File: config.mk
export PLATFORM = sky130hd
export DESIGN_NAME = pipelined_shifter
export DESIGN_NICKNAME = d
export VERILOG_FILES = /design/src/rtl/pipelined_shifter.sv
export SDC_FILE = /design/constraint.sdc
export NUM_CORES = 1
export LEC_CHECK = 0
export CAP_MARGIN = 0
export CORE_ASPECT_RATIO = 2
export CORE_MARGIN = 1.5
export CORE_UTILIZATION = 61
export CTS_CLUSTER_DIAMETER = 150
export DETAILED_ROUTE_END_ITERATION = 8
export PLACE_DENSITY = 0.86
export SYNTH_ARGS = -nofsm -noshare
export SYNTH_HDL_FRONTEND = slang
export SYNTH_SLANG_ARGS = --single-unit
File: constraint.sdc
create_clock -name clk -period 2.9 [get_ports clk]
set_clock_uncertainty 0.1 [all_clocks]
set_input_delay 0.435 -clock clk [delete_from_list [all_inputs] [get_ports clk]]
set_output_delay 0.435 -clock clk [all_outputs]
set_load 0.005 [all_outputs]
File: src/rtl/pipelined_shifter.sv
// pipelined_shifter: N-bit shift/rotate unit whose log2(N) mux levels are
// spread over PIPE register stages, with valid/ready flow control on both
// sides and whole-pipe stall on output backpressure.
// Optional carry/zero flag outputs are built when SHIFT_FLAGS_EN is defined.
module pipelined_shifter #(
  parameter int N    = 16,
  parameter int C    = 4,
  parameter int PIPE = 2
) (
  input  logic         clk,
  input  logic         rst_n,
  input  logic         in_valid,
  output logic         in_ready,
  input  logic [N-1:0] in_data,
  input  logic [C-1:0] in_cnt,
  input  logic [2:0]   in_op,
  output logic         out_valid,
  input  logic         out_ready,
  output logic [N-1:0] out_data,
`ifdef SHIFT_FLAGS_EN
  output logic         out_carry,
  output logic         out_zero,
`endif
  output logic         out_err
);

  localparam logic [2:0] OP_ROL = 3'b000;
  localparam logic [2:0] OP_SLL = 3'b001;
  localparam logic [2:0] OP_SRA = 3'b010;
  localparam logic [2:0] OP_SRL = 3'b011;
  localparam logic [2:0] OP_ROR = 3'b100;

  // Ops above ROR are reserved encodings.
  function automatic logic f_is_reserved(input logic [2:0] op);
    return (op > OP_ROR);
  endfunction

  // One mux level: shift/rotate by 2^lvl. SRA fills with the carried sign.
  function automatic logic [N-1:0] f_level(input logic [N-1:0] d,
                                           input logic [2:0]   op,
                                           input logic         sign,
                                           input int           lvl);
    logic [N-1:0] fill;
    int           amt;
    amt  = 32'sd1 << lvl;
    fill = {N{sign}};
    case (op)
      OP_ROL:  f_level = (d << amt) | (d >> (N - amt));
      OP_SLL:  f_level = d << amt;
      OP_SRA:  f_level = (d >> amt) | (fill << (N - amt));
      OP_SRL:  f_level = d >> amt;
      OP_ROR:  f_level = (d >> amt) | (d << (N - amt));
      default: f_level = d;
    endcase
  endfunction

  // Stage registers; index PIPE-1 is the output stage.
  logic [N-1:0]    r_data [PIPE];
  logic [C-1:0]    r_cnt  [PIPE];
  logic [2:0]      r_op   [PIPE];
  logic            r_sign [PIPE];
  logic [PIPE-1:0] r_vld;
  logic            r_err;

  // Values presented to each stage's combinational levels.
  logic [N-1:0]    w_src_data [PIPE];
  logic [C-1:0]    w_src_cnt  [PIPE];
  logic [2:0]      w_src_op   [PIPE];
  logic            w_src_sign [PIPE];
  logic [PIPE-1:0] w_src_vld;
  logic [N-1:0]    w_nxt_data [PIPE];
  logic [N-1:0]    w_last_data;
  logic            w_last_err;
  logic            w_stall;

`ifdef SHIFT_FLAGS_EN
  logic            r_cy [PIPE];
  logic            r_zero;
  logic            w_src_cy [PIPE];
  logic            w_cy0;
  logic [C-1:0]    w_idx_hi;
  logic [C-1:0]    w_idx_lo;
`endif

  assign w_stall   = r_vld[PIPE-1] && !out_ready;
  assign in_ready  = !w_stall;
  assign out_valid = r_vld[PIPE-1];
  assign out_data  = r_data[PIPE-1];
  assign out_err   = r_err;

  // Route the request into stage 0 and each register into the next stage.
  always_comb begin
    w_src_data[0] = in_data;
    w_src_cnt[0]  = in_cnt;
    w_src_op[0]   = in_op;
    w_src_sign[0] = in_data[N-1];
    w_src_vld[0]  = in_valid;
    for (int s = 1; s < PIPE; s++) begin
      w_src_data[s] = r_data[s-1];
      w_src_cnt[s]  = r_cnt[s-1];
      w_src_op[s]   = r_op[s-1];
      w_src_sign[s] = r_sign[s-1];
      w_src_vld[s]  = r_vld[s-1];
    end
  end

  // Apply the levels owned by each stage (level i lives in stage i*PIPE/C).
  always_comb begin
    for (int s = 0; s < PIPE; s++) begin
      w_nxt_data[s] = w_src_data[s];
      for (int i = 0; i < C; i++) begin
        if ((((i * PIPE) / C) == s) && w_src_cnt[s][i]) begin
          w_nxt_data[s] = f_level(w_nxt_data[s], w_src_op[s], w_src_sign[s], i);
        end else begin
          w_nxt_data[s] = w_nxt_data[s];
        end
      end
    end
  end

  // Final stage forces reserved ops to a zero result with the error flag.
  always_comb begin
    w_last_err = f_is_reserved(w_src_op[PIPE-1]);
    if (w_last_err) begin
      w_last_data = {N{1'b0}};
    end else begin
      w_last_data = w_nxt_data[PIPE-1];
    end
  end

`ifdef SHIFT_FLAGS_EN
  // Carry is the last bit shifted/rotated out; it only depends on the
  // original operand, so it is resolved at entry and travels with the op.
  always_comb begin
    w_idx_hi = {C{1'b0}} - in_cnt;
    w_idx_lo = in_cnt - {{(C-1){1'b0}}, 1'b1};
    w_cy0    = 1'b0;
    if (in_cnt == {C{1'b0}}) begin
      w_cy0 = 1'b0;
    end else begin
      case (in_op)
        OP_ROL, OP_SLL:         w_cy0 = in_data[w_idx_hi];
        OP_SRA, OP_SRL, OP_ROR: w_cy0 = in_data[w_idx_lo];
        default:                w_cy0 = 1'b0;
      endcase
    end
  end

  // Carry follows its op down the pipe.
  always_comb begin
    w_src_cy[0] = w_cy0;
    for (int s = 1; s < PIPE; s++) begin
      w_src_cy[s] = r_cy[s-1];
    end
  end

  // Flag registers advance in lockstep with the data registers.
  always_ff @(posedge clk or negedge rst_n) begin
    if (!rst_n) begin
      for (int s = 0; s < PIPE; s++) begin
        r_cy[s] <= 1'b0;
      end
      r_zero <= 1'b0;
    end else if (!w_stall) begin
      for (int s = 0; s < PIPE; s++) begin
        r_cy[s] <= w_src_cy[s];
      end
      r_zero <= (w_last_data == {N{1'b0}});
    end
  end

  assign out_carry = r_cy[PIPE-1];
  assign out_zero  = r_zero;
`endif

  // Pipeline registers: all stages advance together unless the output stalls.
  always_ff @(posedge clk or negedge rst_n) begin
    if (!rst_n) begin
      for (int s = 0; s < PIPE; s++) begin
        r_data[s] <= {N{1'b0}};
        r_cnt[s]  <= {C{1'b0}};
        r_op[s]   <= 3'b000;
        r_sign[s] <= 1'b0;
      end
      r_vld <= {PIPE{1'b0}};
      r_err <= 1'b0;
    end else if (!w_stall) begin
      for (int s = 0; s < PIPE; s++) begin
        r_data[s] <= (s == PIPE - 1) ? w_last_data : w_nxt_data[s];
        r_cnt[s]  <= w_src_cnt[s];
        r_op[s]   <= w_src_op[s];
        r_sign[s] <= w_src_sign[s];
      end
      r_vld <= w_src_vld;
      r_err <= w_last_err;
    end
  end

endmodule

==> metrics.md, run 1 <==
| Metric | Value |
|---|---|
| Share of the yosys chip area belonging to registers | `between 20% and 30%` |
| Number of buffers inserted by port buffering | `45` |
| Ant diodes | `0` |
| Post-CTS setup buffer count | `0` |
| Class of the most critical hold timing path | `in2async` |
| Count of H-tree levels built during CTS | `2` |
| First-pass GRT wire length | `17,100 um` |
| Worst-case reg-to-reg path depth | `5` |
| Nets in the synthesized netlist | `464` |
| Cts bufs inserted | `5` |
| Post-route cell area | `3880 sq um` |
| Vias in the first global route | `between 3k and 4k` |
| Number of warnings reported in the yosys synthesis log | `0` |
| Max capacitance violation total | `0` |
| Number of vias per cell | `7.01` |
| Post-synth ARST share | `100%` |
| Source-to-sink clock delay at the later pin of the worst-skew pair | `0.31 ns` |
| Data required, critical path | `3.00 ns` |
| Detail-routed net length per standard cell | `20.5 um` |
| Count of unresolved DRC violations after routing | `0` |
| DR iter-0 viols | `roughly 190` |
| Largest net degree at the start of global routing | `42` |
| Final-stage net count | `475` |
| Synthesis-to-layout area growth | `11.8%` |
| Number of enable-type register cells in the synthesized netlist | `0` |
| Placer Congestion | `1.00` |
| Cell types with the largest area share after synthesis | `sky130_fd_sc_hd__dfrtp_1 30%, sky130_fd_sc_hd__o221ai_1 6.6%, sky130_fd_sc_hd__o22ai_1 4.9%, sky130_fd_sc_hd__o211ai_1 4.8%, sky130_fd_sc_hd__o21ai_0 4.8%` |
| Max FO, Critical Path | `36` |
| Y dimension of the die | `110 um` |
| Lkg Pwr | `1.48 nW` |
| TritonCTS clock tree | `yes` |
| Worst-case vdd ir drop | `roughly 520 uV` |
| Setup repair after global routing missed its margin | `false` |
| Number of buffers inserted by hold repair at cts | `0` |
| Critical path start-end classification | `in2reg` |
| Most common library cells after synthesis | `41 x sky130_fd_sc_hd__dfrtp_1, 40 x sky130_fd_sc_hd__nand2_1, 33 x sky130_fd_sc_hd__o21ai_0, 29 x sky130_fd_sc_hd__nor2_1, 27 x sky130_fd_sc_hd__o22ai_1` |
| Number of instances in the synthesized netlist | `437` |
| Post-synthesis instance area | `3470 sq um` |
| Initial cell density of the core | `63.5%` |
| Most common cell in the synthesized netlist | `sky130_fd_sc_hd__dfrtp_1` |
| Top-level I/O count | `46` |
| Register-to-register path setup slack | `0.71 ns` |
| Areal power density over the cells | `545 nW/um^2` |
| Final routed wirelength across all metal layers | `10,400 um` |
| Placed Area | `3800 sq um` |
| Ratio of cells with drive above 1 in the final layout | `under 10%` |
| Run status | `finished clean` |
| Min Tclk post-route | `2.35 ns` |
| Fin crit share | `between 80% and 90%` |
| Overall via count from detail_route | `3,570` |
| Slew at the pin closest to its max-slew limit | `just under 0.9 ns` |
| Root buf cell | `sky130_fd_sc_hd__clkbuf_8` |
| Setup violation total in the final timing report | `0` |
| Sort of element at the start of the critical path | `primary input` |
| R2R Path Start | `r_op[3]$_DFFE_PN0N_` |
| Pre-Repair DR Iteration Count | `6` |
| Top cell type's share of synthesized area | `29.6%` |
| Type of element capturing the critical path | `register` |
| Bufs on Longest Clock Path | `2` |
| Post-Syn Area per Cell | `7.94 sq um` |
| Leading register cell type out of synthesis | `sky130_fd_sc_hd__dfrtp_1` |
| GRT Resource Usage Total | `approximately 35%` |
| Number of placement rows | `38` |
| Clock sinks | `41` |
| Die footprint | `6180 sq um` |
| Max frequency | `about 0.43 GHz` |
| Relative slew slack | `between 40 and 50%` |
| Worst Path Arrival | `between 2 and 2.5 ns` |
| Cts repair resizes | `0` |
| Post-synthesis cell type count | `between 40 and 50` |
| Power consumption | `~2.1 mW` |
| Endpoints failing hold | `0` |
| Sum Neg Setup Slack | `0 ns` |
| Post-synthesis cell type with the largest combined area | `sky130_fd_sc_hd__dfrtp_1` |
| Clock transition at the register clock pins on the worst setup and hold paths after CTS | `roughly 0.080 ns` |
| Initial antenna violation count | `0` |
| Slew Limit Fails | `0` |
| Critical register-to-register path endpoint | `out_data[12]$_DFFE_PN0N_` |
| Overflow after GRT | `0` |
| Post-detailed-route count of antenna-violating nets | `0` |
| Width of the chip | `56.3 um` |
| Estimated wirelength of the detail-placed design | `7810 um` |
| Register bit total from synthesis | `41` |
| Core area | `5470 sq um` |
registers in the layout, indices dropped and copies added, names as in the netlist:
| register | count |
|---|---|
| r_sign | 1 |
| out_err | 1 |
| out_data | 16 |
| r_vld | 2 |
| r_data | 16 |
| r_op | 3 |
| r_cnt | 2 |
power by group:
part	switching, mW	internal [mW]	total, mW
clock network	0.203	0.167	0.369
registers	0.141	0.704	0.846
logic	0.453	0.446	0.898
total	0.797	1.32	2.11
how the worst max path moves through the flow:
| stage | start | to | cells past startpoint |
|---|---|---|---|
| 2_1_floorplan | r_op[4]$_DFFE_PN0N_ | out_data[13]$_DFFE_PN0N_ | 7 |
| 3_3_place_gp | in_op[2] | r_data[29]$_DFFE_PN0N_ | 6 |
| 3_5_place_dp | in_op[2] | r_data[29]$_DFFE_PN0N_ | 6 |
| 4_1_cts | out_ready | in_ready | 4 |
| 5_1_grt | in_op[2] | r_data[29]$_DFFE_PN0N_ | 6 |
| 6_report | in_op[2] | r_data[29]$_DFFE_PN0N_ | 6 |
logic make-up after synthesis:
logic type             after synthesis  synth area share [%]
AOI/OAI and AO/OA                  185                  36.2
and+or+nand+nor                    120                  16.6
buffers and inverters               66                  9.95
DFF                                 41                  29.6
muxes                               25                  7.68
worst max-delay path, stage by stage:
cell and delay [ns]:
sky130_fd_sc_hd__clkdlybuf4s50_1 0.61, sky130_fd_sc_hd__buf_4 0.37, sky130_fd_sc_hd__nand2b_1 0.24, sky130_fd_sc_hd__o21a_1 0.34, sky130_fd_sc_hd__o221ai_1 0.19, sky130_fd_sc_hd__a32o_1 0.25
layout by cell type, fill, tap and decap left out, types with 2 or more instances in the layout:
| cell type | Yosys | layout |
|---|---|---|
| sky130_fd_sc_hd__a21o_1 | 3 | 3 |
| sky130_fd_sc_hd__nand3b_1 | 5 | 5 |
| sky130_fd_sc_hd__nor3b_1 | 2 | 2 |
| sky130_fd_sc_hd__inv_2 | 2 | 2 |
| sky130_fd_sc_hd__buf_4 | 17 | 16 |
| sky130_fd_sc_hd__nor3_1 | 5 | 5 |
| sky130_fd_sc_hd__clkbuf_8 | 0 | 5 |
| sky130_fd_sc_hd__o22ai_2 | 2 | 2 |
| sky130_fd_sc_hd__a211oi_1 | 6 | 6 |
| sky130_fd_sc_hd__o21ai_0 | 33 | 33 |
| sky130_fd_sc_hd__o221ai_1 | 26 | 26 |
| sky130_fd_sc_hd__mux2i_1 | 12 | 12 |
| sky130_fd_sc_hd__clkinv_2 | 0 | 2 |
| sky130_fd_sc_hd__a21oi_1 | 26 | 26 |
| sky130_fd_sc_hd__a221oi_1 | 5 | 5 |
| sky130_fd_sc_hd__mux2_2 | 10 | 10 |
| sky130_fd_sc_hd__a22oi_1 | 2 | 2 |
| sky130_fd_sc_hd__buf_2 | 15 | 2 |
| sky130_fd_sc_hd__nand2_1 | 40 | 40 |
| sky130_fd_sc_hd__nor2_1 | 29 | 29 |
| sky130_fd_sc_hd__o22ai_1 | 27 | 27 |
| sky130_fd_sc_hd__a221o_1 | 3 | 3 |
| sky130_fd_sc_hd__dfrtp_1 | 41 | 41 |
| sky130_fd_sc_hd__nand2b_1 | 12 | 12 |
| sky130_fd_sc_hd__o211ai_1 | 22 | 22 |
| sky130_fd_sc_hd__a31oi_1 | 12 | 12 |
| sky130_fd_sc_hd__mux2_1 | 3 | 3 |
| sky130_fd_sc_hd__o21ai_1 | 5 | 5 |
| sky130_fd_sc_hd__nand3_1 | 10 | 10 |
| sky130_fd_sc_hd__inv_1 | 7 | 7 |
| sky130_fd_sc_hd__nor2b_1 | 12 | 11 |
| sky130_fd_sc_hd__clkdlybuf4s50_1 | 0 | 43 |
| sky130_fd_sc_hd__a2111o_1 | 2 | 2 |
routing by layer:
metal / track usage, % / vias to the layer above / share of wire, %
met4: 25.7 / 0 / 7.0
met5: 0 / - / 0
li1: - / 1681 / -
met2: 65.9 / 168 / 54
met3: 4.82 / 58 / 4.0
met1: 35.1 / 1663 / 35
metrics by stage:
| step | util (%) | setup WS, ns | hold WS (ns) | std cells |
|---|---|---|---|---|
| after global routing | 71.0 | 0.424 | 0.210 | 509 |
| final | 71.0 | 0.553 | 0.144 | 509 |
| after floorplan | - | 1.05 | 0.0394 | 437 |
| after global placement | 69.5 | 0.347 | 0.341 | 501 |
| after CTS | 71.0 | 0.550 | 0.174 | 509 |
| after detailed placement | 69.5 | 0.267 | 0.346 | 501 |
final cells by class:
type	count	area, sq um
Multi-Input combinational cell	330	2100
Fill cell	480	1590
Sequential cell	41	1030
Timing Repair Buffer	61	561
Tap cell	60	75.1
Clock buffer	6	72.6
Inverter	9	33.8
Clock inverter	2	10.0
(Power assumes the default switching activity.)
==> inputs of run 2 (changes only) <==
CORE_UTILIZATION = 51   (was 61)
PLACE_DENSITY = 0.77   (was 0.86)
clock period = 2.04 ns   (was 2.9 ns; I/O delays follow)
==> run 2 against run 1 <==
Against the previous run:
- non-clock buffer count up 54
- critical path type is now reg2out
- sequential power up 41%
- via count up 8.1%
- combinational power up 66%
- first-iteration DRC count up 27%
- clock-buffer cell count up 1
- critical endpoint is now in_ready
- global-route usage down 0.65 points
==> metrics.md, run 2 (synthesized netlist as in run 1, its figures left out) <==
| Metric | Value |
|---|---|
| Clock sinks | `41 (unchanged)` |
| Ant diodes | `0 (unchanged)` |
| Core area | `6620 sq um (+21%)` |
| Final-stage net count | `529 (+11%)` |
| Max capacitance violation total | `0 (unchanged)` |
| Core utilization of the finished layout | `67.6% (-3.3 points)` |
| Largest net degree at the start of global routing | `28 (-33%)` |
| Top-level I/O count | `46 (unchanged)` |
| Max FO, Critical Path | `10 (-72%)` |
| Min Hold Slack | `0.264 ns (+0.120 ns)` |
| R2R Path Start | `r_op[3]$_DFFE_PN0N_` |
| Post-detailed-route count of antenna-violating nets | `0 (unchanged)` |
| Pre-Repair DR Iteration Count | `5 (-1)` |
| TritonCTS clock tree | `yes` |
| Clock transition at the register clock pins on the worst setup and hold paths after CTS | `0.06 ns (-0.02 ns)` |
| Detail-routed net length per standard cell | `20.2 um (-1.5%)` |
| Slowest stage cell, crit path | `sky130_fd_sc_hd__clkdlybuf4s50_1` |
| Sort of element at the start of the critical path | `register` |
| Width of the chip | `61.3 um (+8.9%)` |
| Setup violation total in the final timing report | `0 (unchanged)` |
| Cts bufs inserted | `5 (unchanged)` |
| Slew Limit Fails | `0 (unchanged)` |
| Leading cell type in the layout, fill and taps excluded | `sky130_fd_sc_hd__buf_4` |
| Lkg Pwr | `1.80 nW (+22%)` |
| GRT Resource Usage Total | `34.8% (-0.65 points)` |
| Initial antenna violation count | `0 (unchanged)` |
| Min Tclk post-route | `1.96 ns` |
| Relative slew slack | `71.4% (+31 points)` |
| Filler cell count | `590 (+23%)` |
| Worst-case vdd ir drop | `461 uV (-11%)` |
| Slew at the pin closest to its max-slew limit | `0.419 ns (-0.471 ns)` |
| Y dimension of the die | `120 um (+9.1%)` |
| Data required, critical path | `1.63 ns (-1.37 ns)` |
| Worst Path Arrival | `1.55 ns (-0.90 ns)` |
| Worst-case setup slack after placement | `-0.164 ns (-0.431 ns)` |
| Fin crit share | `95.9%` |
| Number of buffers inserted by port buffering | `45 (unchanged)` |
| Number of vias per cell | `6.53 (-6.9%)` |
| Root buf cell | `sky130_fd_sc_hd__clkbuf_16` |
| Power consumption | `3.61 mW (+71%)` |
| Setup repair after global routing missed its margin | `false` |
| Post-route cell area | `4480 sq um (+15%)` |
| Source-to-sink clock delay at the later pin of the worst-skew pair | `0.29 ns (-0.02 ns)` |
| Count of H-tree levels built during CTS | `2 (unchanged)` |
| Overall via count from detail_route | `3,860 (+8.1%)` |
| Register-to-register path setup slack | `0.09 ns (-0.62 ns)` |
| Overflow after GRT | `0 (unchanged)` |
| Synthesis-to-layout area growth | `29.0%` |
| Areal power density over the cells | `806 nW/um^2 (+48%)` |
| Final routed wirelength across all metal layers | `11,900 um (+14%)` |
| CP peak stage delay | `0.54 ns (-0.07 ns)` |
| Count of unresolved DRC violations after routing | `0 (unchanged)` |
| Initial cell density of the core | `52.4% (-11 points)` |
| Critical register-to-register path endpoint | `out_data[12]$_DFFE_PN0N_` |
| Endpoints failing hold | `0 (unchanged)` |
| Type of element capturing the critical path | `output port` |
| Max frequency | `0.511 GHz` |
| Die footprint | `7340 sq um (+19%)` |
| Placer Congestion | `0.947 (-5.6%)` |
| Vias in the first global route | `3,913 (+13%)` |
| Ratio of cells with drive above 1 in the final layout | `19.3% (+10 points)` |
| Estimated wirelength of the detail-placed design | `9260 um (+19%)` |
| Final worst slack | `0.0833 ns (-0.470 ns)` |
| Critical path start-end classification | `reg2out` |
| Worst-case reg-to-reg path depth | `5 (unchanged)` |
| DR iter-0 viols | `242 (+27%)` |
| Bufs on Longest Clock Path | `2 (unchanged)` |
| Critical path cell sequence | `nor2b_2 > inv_2 > clkdlybuf4s50_1` |
| Number of placement rows | `42 (+11%)` |
| First-pass GRT wire length | `19,200 um (+12%)` |
| Commonest cells after routing, fill and taps aside | `66 x sky130_fd_sc_hd__buf_4, 43 x sky130_fd_sc_hd__clkdlybuf4s50_1, 41 x sky130_fd_sc_hd__dfrtp_1` |
| Class of the most critical hold timing path | `in2async` |
| Run status | `finished clean` |
| Placed Area | `4250 sq um (+12%)` |
[run 2: how the worst max path moves through the flow]
stage                         start                  endpoint  slack (ns)
6_report       r_vld[1]$_DFFE_PN0N_                  in_ready        0.08
5_1_grt         r_op[4]$_DFFE_PN0N_  out_data[15]$_DFFE_PN0N_       0.002
4_1_cts         r_op[3]$_DFFE_PN0N_  out_data[12]$_DFFE_PN0N_        0.03
3_5_place_dp               in_op[0]    r_data[16]$_DFFE_PN0N_       -0.16
3_3_place_gp               in_op[0]    r_data[20]$_DFFE_PN0N_       -0.15
2_1_floorplan   r_op[4]$_DFFE_PN0N_  out_data[13]$_DFFE_PN0N_        0.19
[run 2: layout make-up]
cell class                      count  area [sq um]  share of cell area (%)
Timing Repair Buffer              115          1010                    22.5
Multi-Input combinational cell    330          2130                    47.6
Clock buffer                        7           143                    3.19
Tap cell                           88           110                    2.46
Sequential cell                    41          1030                    22.9
Clock inverter                      1          30.0                   0.671
Inverter                            9          33.8                   0.754
[run 2: critical path, delay by kind of cell (launching register included)]
| family | cells | cell delay, ns |
|---|---|---|
| and+or+nand+nor | 1 | 0.17 |
| DFF | 1 | 0.37 |
| buffers and inverters | 2 | 0.72 |
[run 2: per-layer routing]
layer	wire [um]	global-route usage, %	vias up
li1	-	-	1785
met1	3850	31.8	1834
met2	6630	64.0	179
met3	489	6.14	62
met4	941	23.3	0
met5	0	0	-
[run 2: through the flow]
| step | setup TNS (ns) | std cells |
|---|---|---|
| floorplan | 0 | 437 |
| global placement | -1.33 | 580 |
| detailed placement | -1.78 | 580 |
| CTS | 0 | 589 |
| global route | 0 | 591 |
| finish | 0 | 591 |
[run 2: report_power, final]
group,internal [mW],leakage [nW],switching [mW]
combinational,0.757,1.22,0.736
sequential,1.00,0.496,0.183
clock,0.611,0.0841,0.320
total,2.37,1.80,1.24
[run 2: what timing repair did]
| item | CTS | global route |
|---|---|---|
| pin swaps | 0 | 1 |
| setup endpoints to repair | 4 | 12 |
| hold buffers | 1 | 0 |
| resized for setup | 1 | 5 |
| hold endpoints to repair | 20 | 0 |
| setup buffers | 0 | 2 |
==> inputs of run 3 (changes only) <==
GPL_TIMING_DRIVEN = 0   (was not set)
==> run 3 against run 2 <==
Against the previous run:
- core utilization down 2.3 points
- largest cell class unchanged
- sequential cell count unchanged
- critical path depth up 3
- die area unchanged
- hold slack worse by 0.22 ns
- critical path type is now reg2reg
- routed wire length up 8.7%
- clock power up 12%
- fmax down 3.5%
==> metrics.md, run 3 (synthesized netlist as in run 1, its figures left out) <==
| Metric | Value |
|---|---|
| Ant diodes | `0 (unchanged)` |
| Number of placement rows | `42 (unchanged)` |
| Number of buffers inserted by hold repair at cts | `0 (-1)` |
| Bufs on Longest Clock Path | `2 (unchanged)` |
| Slowest stage cell, crit path | `sky130_fd_sc_hd__dfrtp_1` |
| Lkg Pwr | `1.71 nW (-5.2%)` |
| Relative slew slack | `39.5% (-32 points)` |
| Max FO, Critical Path | `10 (unchanged)` |
| Setup violation total in the final timing report | `0 (unchanged)` |
| Sort of element at the start of the critical path | `register` |
| Areal power density over the cells | `884 nW/um^2 (+9.7%)` |
| Number of buffers inserted by port buffering | `42 (-6.7%)` |
| Leading cell type in the layout, fill and taps excluded | `sky130_fd_sc_hd__dfrtp_1` |
| Slew at the pin closest to its max-slew limit | `0.908 ns (+0.489 ns)` |
| Clock transition at the register clock pins on the worst setup and hold paths after CTS | `0.06 ns (about the same)` |
| Detail-routed net length per standard cell | `22.4 um (+11%)` |
| Worst-case vdd ir drop | `394 uV (-14%)` |
| Min Hold Slack | `0.0407 ns (-0.223 ns)` |
| Estimated wirelength of the detail-placed design | `9880 um (+6.7%)` |
| Min Tclk post-route | `2.03 ns (+0.0708 ns)` |
| Cell family with the largest share of critical-path delay | `compound AO/OA/AOI/OAI gates` |
| Count of H-tree levels built during CTS | `2 (unchanged)` |
| Top-level I/O count | `46 (unchanged)` |
| DR iter-0 viols | `394 (+63%)` |
| Total routed wire length on the met1 layer | `4120 um (+7.0%)` |
| Final routed wirelength across all metal layers | `13,000 um (+8.7%)` |
| Count of unresolved DRC violations after routing | `0 (unchanged)` |
| Type of element capturing the critical path | `register` |
| Data required, critical path | `2.12 ns (+0.49 ns)` |
| Commonest cells after routing, fill and taps aside | `41 x sky130_fd_sc_hd__dfrtp_1, 40 x sky130_fd_sc_hd__nand2_1, 39 x sky130_fd_sc_hd__clkdlybuf4s50_1` |
| Cts bufs inserted | `5 (unchanged)` |
| Largest net degree at the start of global routing | `42 (+50%)` |
| Source-to-sink clock delay at the later pin of the worst-skew pair | `0.29 ns (about the same)` |
| Die footprint | `7340 sq um (unchanged)` |
| Filler cell count | `606 (+2.7%)` |
| Placer Congestion | `0.938 (-0.90%)` |
| Highest signal layer in the routed design | `met4` |
| Amount of wire on met3 after detailed routing | `662 um (+35%)` |
| Met2 Routed Length | `7050 um (+6.3%)` |
| Post-route cell area | `4330 sq um (-3.4%)` |
| Overflow after GRT | `0 (unchanged)` |
| Vias in the first global route | `3,886 (-0.69%)` |
| First-pass GRT wire length | `20,400 um (+6.0%)` |
| Width of the chip | `61.3 um (unchanged)` |
| Overall via count from detail_route | `3,918 (+1.5%)` |
| Fin crit share | `99.4% (+3.5 points)` |
| Final-stage net count | `515 (-2.6%)` |
| Class of the most critical hold timing path | `in2async` |
| CP peak stage delay | `0.48 ns (-0.06 ns)` |
| Ratio of cells with drive above 1 in the final layout | `17.8% (-1.5 points)` |
| Post-detailed-route count of antenna-violating nets | `0 (unchanged)` |
| Y dimension of the die | `120 um (unchanged)` |
| Initial antenna violation count | `0 (unchanged)` |
| Critical path start-end classification | `reg2reg` |
| Run status | `finished clean` |
| Core area | `6620 sq um (unchanged)` |
| TritonCTS clock tree | `yes` |
| Worst-case setup slack after placement | `-0.691 ns (-0.526 ns)` |
| Number of vias per cell | `6.79 (+4.0%)` |
| Pre-Repair DR Iteration Count | `5 (unchanged)` |
| Max capacitance violation total | `0 (unchanged)` |
| Endpoints failing hold | `0 (unchanged)` |
| Slew Limit Fails | `0 (unchanged)` |
| Max frequency | `0.493 GHz (-3.5%)` |
| Synthesis-to-layout area growth | `24.7%` |
| Sum Neg Setup Slack | `0 ns (unchanged)` |
| Register-to-register path setup slack | `0.01 ns (-0.08 ns)` |
| Worst Path Arrival | `2.10 ns (+0.55 ns)` |
| Final worst slack | `0.0125 ns (-0.0708 ns)` |
| Buffering stage count on the worst path with inverters included | `1 (-1)` |
| Critical path cell sequence | `or3b_4 > buf_6 > o22ai_2 > a221o_1 > nor2_1 > a2111o_1` |
| Placed Area | `4000 sq um (-6.0%)` |
| Root buf cell | `sky130_fd_sc_hd__clkbuf_16` |
| Setup repair after global routing missed its margin | `true` |
| Initial cell density of the core | `52.4% (unchanged)` |
| GRT Resource Usage Total | `37.6% (+2.8 points)` |
| Clock sinks | `41 (unchanged)` |
run 3: timing repair:
action	4_1_cts	5_1_grt
endpoints found under the setup margin	32	27
hold endpoints to repair	0	0
pin swaps	0	2
setup buffers	0	2
gates resized for setup	24	27
run 3: routing by layer:
metal | global-route usage [%] | vias up
met2 | 66.6 | 241
met1 | 36.2 | 1837
met5 | 0 | -
met3 | 5.60 | 81
met4 | 27.7 | 0
li1 | - | 1759
run 3: worst reg2reg max path, cell delays in order, from the launching register on:
cell and delay (ns):
sky130_fd_sc_hd__dfrtp_1 0.48, sky130_fd_sc_hd__or3b_4 0.44, sky130_fd_sc_hd__buf_6 0.16, sky130_fd_sc_hd__o22ai_2 0.12
sky130_fd_sc_hd__a221o_1 0.22, sky130_fd_sc_hd__nor2_1 0.05, sky130_fd_sc_hd__a2111o_1 0.34
run 3: final timing paths:
check	to	cells after the start	startpoint
max	out_data[12]$_DFFE_PN0N_	6	r_op[3]$_DFFE_PN0N_
min	out_err$_DFFE_PN0N_	1	rst_n
max reg2reg	out_data[12]$_DFFE_PN0N_	6	r_op[3]$_DFFE_PN0N_
min reg2reg	r_vld[1]$_DFFE_PN0N_	1	r_vld[0]$_DFFE_PN0N_
max in group asynchronous	r_data[19]$_DFFE_PN0N_	1	rst_n
min in group clk	r_op[3]$_DFFE_PN0N_	3	in_op[0]
run 3: stage by stage:
step	utilization [%]	cells	power, mW
after detailed placement	60.4	567	2.69
final	65.3	577	3.83
after CTS	64.0	575	3.73
after global placement	60.4	567	2.65
after floorplan	-	437	2.08
after global routing	65.3	577	4.01
run 3: power by group:
part / switching [mW] / internal (mW)
logic: 0.779 / 0.803
clock network: 0.344 / 0.699
registers: 0.198 / 1.00
run 3: area by class of cell:
class / count / area [sq um] / area share [%]
Clock inverter: 3 / 65.1 / 1.50
Multi-Input combinational cell: 330 / 2170 / 50.1
Tap cell: 88 / 110 / 2.54
Inverter: 9 / 36.3 / 0.839
Sequential cell: 41 / 1030 / 23.7
Timing Repair Buffer: 44 / 428 / 9.89
Clock buffer: 5 / 125 / 2.89
Buffer: 57 / 368 / 8.50
